<file path="src/rtl/morse_char_display.sv">
// Scrolling multi-digit seven-segment driver for decoded Morse characters.
// Keeps the last NUM_DIGITS codes in a shift buffer and time-multiplexes them
// onto a shared active-low segment bus with per-digit active-low anodes.
module morse_char_display #(
  parameter int unsigned NUM_DIGITS  = 4,
  parameter int unsigned REFRESH_DIV = 100000,
  parameter int unsigned CODE_W      = 6
) (
  input  logic                               clk,
  input  logic                               rst,
  input  logic                               char_valid,
  input  logic [CODE_W-1:0]                  char_code,
  input  logic                               clear,
  output logic [NUM_DIGITS-1:0]              an,
  output logic [6:0]                         seg,
  output logic                               dp,
  output logic [$clog2(NUM_DIGITS+1)-1:0]    char_count
);

  localparam int unsigned CHR_W = 6;
  localparam int unsigned CNT_W = $clog2(NUM_DIGITS + 1);
  localparam int unsigned IDX_W = $clog2(NUM_DIGITS);
  localparam int unsigned REF_W = $clog2(REFRESH_DIV);
  localparam logic [CHR_W-1:0] BLANK = 6'd63;

  logic [CHR_W-1:0]      chr_q [NUM_DIGITS];
  logic [CHR_W-1:0]      chr_d [NUM_DIGITS];
  logic [CNT_W-1:0]      count_q, count_d;
  logic                  ovf_q, ovf_d;
  logic [REF_W-1:0]      refresh_q, refresh_d;
  logic [IDX_W-1:0]      idx_q, idx_d;
  logic [NUM_DIGITS-1:0] an_q, an_d;
  logic [6:0]            seg_q, seg_d;
  logic                  dp_q, dp_d;

  // Active-low glyph lookup, seg[0]=a .. seg[6]=g.
  function automatic logic [6:0] glyph(input logic [CHR_W-1:0] c);
    logic [6:0] g;
    case (c)
      6'd0:  g = 7'b1000000;
      6'd1:  g = 7'b1111001;
      6'd2:  g = 7'b0100100;
      6'd3:  g = 7'b0110000;
      6'd4:  g = 7'b0011001;
      6'd5:  g = 7'b0010010;
      6'd6:  g = 7'b0000010;
      6'd7:  g = 7'b1111000;
      6'd8:  g = 7'b0000000;
      6'd9:  g = 7'b0010000;
      6'd10: g = 7'b0001000;
      6'd11: g = 7'b0000011;
      6'd12: g = 7'b1000110;
      6'd13: g = 7'b0100001;
      6'd14: g = 7'b0000110;
      6'd15: g = 7'b0001110;
      6'd16: g = 7'b1000010;
      6'd17: g = 7'b0001001;
      6'd18: g = 7'b1001111;
      6'd19: g = 7'b1100001;
      6'd20: g = 7'b0001010;
      6'd21: g = 7'b1000111;
      6'd22: g = 7'b1001000;
      6'd23: g = 7'b0101011;
      6'd24: g = 7'b0100011;
      6'd25: g = 7'b0001100;
      6'd26: g = 7'b0011000;
      6'd27: g = 7'b0101111;
      6'd28: g = 7'b0010010;
      6'd29: g = 7'b0000111;
      6'd30: g = 7'b1000001;
      6'd31: g = 7'b1100011;
      6'd32: g = 7'b1010101;
      6'd33: g = 7'b0001001;
      6'd34: g = 7'b0010001;
      6'd35: g = 7'b0100100;
      6'd63: g = 7'b1111111;
      default: g = 7'b0111111;
    endcase
    return g;
  endfunction

  // Refresh counter and digit index; independent of clear/char_valid.
  always_comb begin
    refresh_d = refresh_q;
    idx_d     = idx_q;
    if (refresh_q == REF_W'(REFRESH_DIV - 1)) begin
      refresh_d = '0;
      idx_d     = (idx_q == IDX_W'(NUM_DIGITS - 1)) ? '0 : idx_q + IDX_W'(1);
    end else begin
      refresh_d = refresh_q + REF_W'(1);
    end
  end

  // Character buffer, fill count and overflow flag; clear beats a new char.
  always_comb begin
    chr_d   = chr_q;
    count_d = count_q;
    ovf_d   = ovf_q;
    if (clear) begin
      for (int i = 0; i < int'(NUM_DIGITS); i++) chr_d[i] = BLANK;
      count_d = '0;
      ovf_d   = 1'b0;
    end else if (char_valid) begin
      for (int i = int'(NUM_DIGITS) - 1; i > 0; i--) chr_d[i] = chr_q[i-1];
      chr_d[0] = CHR_W'(char_code);
      if (count_q == CNT_W'(NUM_DIGITS)) ovf_d = 1'b1;
      else count_d = count_q + CNT_W'(1);
    end
  end

  // Display outputs derived from the current index and buffer contents.
  always_comb begin
    an_d  = ~(NUM_DIGITS'(1) << idx_q);
    seg_d = glyph(chr_q[idx_q]);
    dp_d  = ~((idx_q == IDX_W'(NUM_DIGITS - 1)) && ovf_q);
  end

  // State and output registers with synchronous reset.
  always_ff @(posedge clk) begin
    if (rst) begin
      for (int i = 0; i < int'(NUM_DIGITS); i++) chr_q[i] <= BLANK;
      count_q   <= '0;
      ovf_q     <= 1'b0;
      refresh_q <= '0;
      idx_q     <= '0;
      an_q      <= '1;
      seg_q     <= 7'h7F;
      dp_q      <= 1'b1;
    end else begin
      chr_q     <= chr_d;
      count_q   <= count_d;
      ovf_q     <= ovf_d;
      refresh_q <= refresh_d;
      idx_q     <= idx_d;
      an_q      <= an_d;
      seg_q     <= seg_d;
      dp_q      <= dp_d;
    end
  end

  assign an         = an_q;
  assign seg        = seg_q;
  assign dp         = dp_q;
  assign char_count = count_q;

endmodule

</file>
<file path="config.mk">
export PLATFORM = sky130hd
export DESIGN_NAME = morse_char_display
export DESIGN_NICKNAME = d
export VERILOG_FILES = /design/src/rtl/morse_char_display.sv
export SDC_FILE = /design/constraint.sdc
export NUM_CORES = 1
export LEC_CHECK = 0
export ABC_AREA = 1
export BUFFER_PORTS_ARGS = -buffer_cell sky130_fd_sc_hd__buf_2
export CORE_MARGIN = 5
export CORE_UTILIZATION = 35
export DETAILED_ROUTE_END_ITERATION = 10
export GPL_ROUTABILITY_DRIVEN = 0
export PLACE_DENSITY = 0.62
export SLEW_MARGIN = 20
export SYNTH_ARGS = -nofsm -noshare
export SYNTH_HDL_FRONTEND = slang
export SYNTH_SLANG_ARGS = --single-unit
</file>
<file path="constraint.sdc">
create_clock -name clk -period 4.16 [get_ports clk]
set_clock_uncertainty 0.2 [all_clocks]
set_input_delay 1.04 -clock clk [delete_from_list [all_inputs] [get_ports clk]]
set_output_delay 1.04 -clock clk [all_outputs]
set_load 0.03 [all_outputs]
</file>
==> qor.yml <==
postCtsHoldBufs: 0
drc_errors: 0
root_buffer: "clkbuf_8"
hp-start: "ovf_q$_SDFFE_PP0P_"
drt-vias-per-instance: 4.82
post_cts_resized: 0
cts_buffers: 9
pin_count: 25
hp-class: "register to register"
timing.slew.headroom_pct: 58.1
synth_seq_area_share_pct: 38.9
cts_buffer_depth: 2
cp-start-kind: "register"
holdPathEnd: "dp$_SDFF_PP1_"
hold_viol: 0
regToRegSetupSlack_ns: 1.53
yosysUniqueCellTypes: 30
power_mw: 1.29
clock-sinks: 59
drtIter0Drc: 124
final_max_slew_viol_count: 0
clkPwrFrac_pct: 46.0
insertedDiodeCount: 0
crit_required_ns: 4.20
synth_area_sq_um: 3040
r2r_end: "seg[6]$_SDFF_PP1_"
netlist_instances: 440
hpwl_um: 4640
irDropWorstVdd_v: 0.000235
antenna_found_initial: 0
outcome: "completed"
whs_path_depth: 1
synth_nets: 465
avgSynthCellArea_sq_um: 6.90
routed_wl_um: 6530
seqPwrFrac_pct: 45.5
setup_violations: 0
endpoint_kind: "register"
num_rows: 34
worstSetupPathType: "register to register"
grt_util_all_layers_pct: 13.7
layout.nets: 488
comb_power_share_pct: 8.5
rsz0062_at_grt: "no"
die_x_um: 103
grt_pass1_vias: 2521
postCtsSetupBuffers: 0
swShare_pct: 24.2
power_switching_mw: 0.313
fin_crit_ns: 2.63
via_count: 2773
worstPathArrival_ns: 2.67
placed_area_sq_um: 3210
setup_tns_ns: 0
p_leak_nw: 1.61
timing.final.crit_share_pct: 63.3
power.density_nw_per_um2: 376
area_growth_pct: 13.3
cts_tree: "done"
grt_pass1_wl_um: 11500
whs_ns: 0.217
h-tree-depth: 3
clkSlewWorstSetupHoldPaths_ns: 0.07
ant_nets: 0
intPower_mw: 0.981
dpl_worst_slack_ns: 1.25
wl_per_cell_um: 11.4
ys.warnings.count: 0
worstRegToRegCells: 12
crit_fanout: 17
grt_overflow: 0
yosys_register_bits: 59
clock_latency_ns: 0.35
clock.fmax_mhz: 380
layout-drive-gt1-share_pct: 13.3
tightest_slew_ns: 0.628
die-area_sq_um: 10600
grt_max_degree: 29
coreArea_sq_um: 8590
first_pass_iters: 4
start_util_pct: 35.3
regToRegStartpoint: "idx_q[0]$_SDFFE_PP0N_"
mostFrequentLayoutCell: "nand2_1"
max-cap-violations: 0
finalInstanceArea_sq_um: 3440
die_h_um: 103
final_cell_mix: "154 x nand2_1, 59 x dfxtp_1, 45 x nand3_1"
port_buffers: 24
nFillCells: 903
fin_ws_ns: 1.53
==> flip-flops by register name (all words and copies together) (netlist names) <==
name,count
an,4
char_count,3
chr_q,24
dp,1
idx_q,2
ovf_q,1
refresh_q,17
seg,7
==> power by group through the flow <==
stage | Sequential, mW | Combinational, mW | Clock, mW
global placement | 0.602 | 0.108 | 0
global route | 0.591 | 0.128 | 0.638
floorplan | 0.607 | 0.0783 | 0
detailed placement | 0.602 | 0.109 | 0
CTS | 0.589 | 0.109 | 0.613
finish | 0.589 | 0.110 | 0.595
==> per-layer routing <==
layer / routed length (um) / GRT usage [%] / vias to the layer above
li1: - / - / 1462
met2: 2850 / 20.0 / 77
met1: 3150 / 18.1 / 1224
met5: 0 / 0 / -
met3: 403 / 4.53 / 10
met4: 125 / 6.67 / 0
==> how the worst max path moves through the flow <==
stage                                      end             startpoint  slack [ns]
global route                 seg[6]$_SDFF_PP1_  idx_q[0]$_SDFFE_PP0N_        1.30
global placement    char_count[2]$_SDFFE_PP0P_             char_valid        1.31
floorplan               chr_q[10]$_SDFFE_PP1P_                  clear        2.04
CTS                          seg[6]$_SDFF_PP1_  idx_q[0]$_SDFFE_PP0N_        1.52
detailed placement  char_count[2]$_SDFFE_PP0P_             char_valid        1.25
finish                       seg[6]$_SDFF_PP1_  idx_q[0]$_SDFFE_PP0N_        1.53
==> metrics by stage <==
stage	utilization (%)	std cells
6_report	40.0	575
5_1_grt	40.0	575
4_1_cts	40.0	575
3_5_place_dp	37.4	560
3_3_place_gp	37.4	560
2_1_floorplan	-	440
==> cells by family (layout without fill, tap and decap cells) <==
logic type	after synthesis	count (layout)	synth area share [%]
AO/OA/AOI/OAI	52	52	9.93
XOR/XNOR	2	2	0.577
adder cells (fa/ha/maj)	15	15	6.18
buffers and inverters	54	81	7.87
flip-flops	59	59	38.9
AND/OR/NAND/NOR	258	258	36.5
==> synth_stat cells <==
cell type	count	share of area [%]
a211oi_1	2	0.49
a21oi_1	21	3.5
a21oi_2	1	0.29
buf_1	1	0.12
buf_2	1	0.16
buf_4	3	0.74
buf_6	3	1.1
clkbuf_1	5	0.62
clkinv_1	1	0.12
clkinv_2	1	0.16
dfxtp_1	59	39
ha_1	15	6.2
inv_1	33	4.1
inv_2	6	0.74
nand2_1	154	19
nand2_2	8	1.6
nand2_4	2	0.74
nand3_1	45	7.4
nand3_2	3	0.99
nand4_1	2	0.41
nor2_1	31	3.8
nor3_1	9	1.5
nor3b_1	3	0.74
o211ai_1	10	2.5
o21a_1	1	0.25
o21ai_0	10	1.6
o21ai_1	5	0.82
o21bai_1	2	0.49
or2_2	1	0.21
xor2_1	2	0.58
==> worst max-delay path, cell delays in order, from the launching register on <==
cell,delay [ns]
dfxtp_1,0.67
inv_2,0.26
nand2_1,0.11
nand3_1,0.07
nand2_1,0.22
inv_1,0.16
ha_1,0.26
inv_1,0.10
nor2_1,0.07
a21oi_2,0.18
nand3_1,0.09
nand3_1,0.09
nand2_1,0.05
==> layout make-up <==
type | instances | area (sq um) | share of cell area (%)
Clock buffer | 11 | 151 | 4.40
Clock inverter | 4 | 73.8 | 2.15
Inverter | 41 | 155 | 4.51
Multi-Input combinational cell | 327 | 1620 | 47.0
Sequential cell | 59 | 1180 | 34.3
Tap cell | 108 | 135 | 3.93
Timing Repair Buffer | 25 | 128 | 3.71
Power figures use the tool's default switching activity.
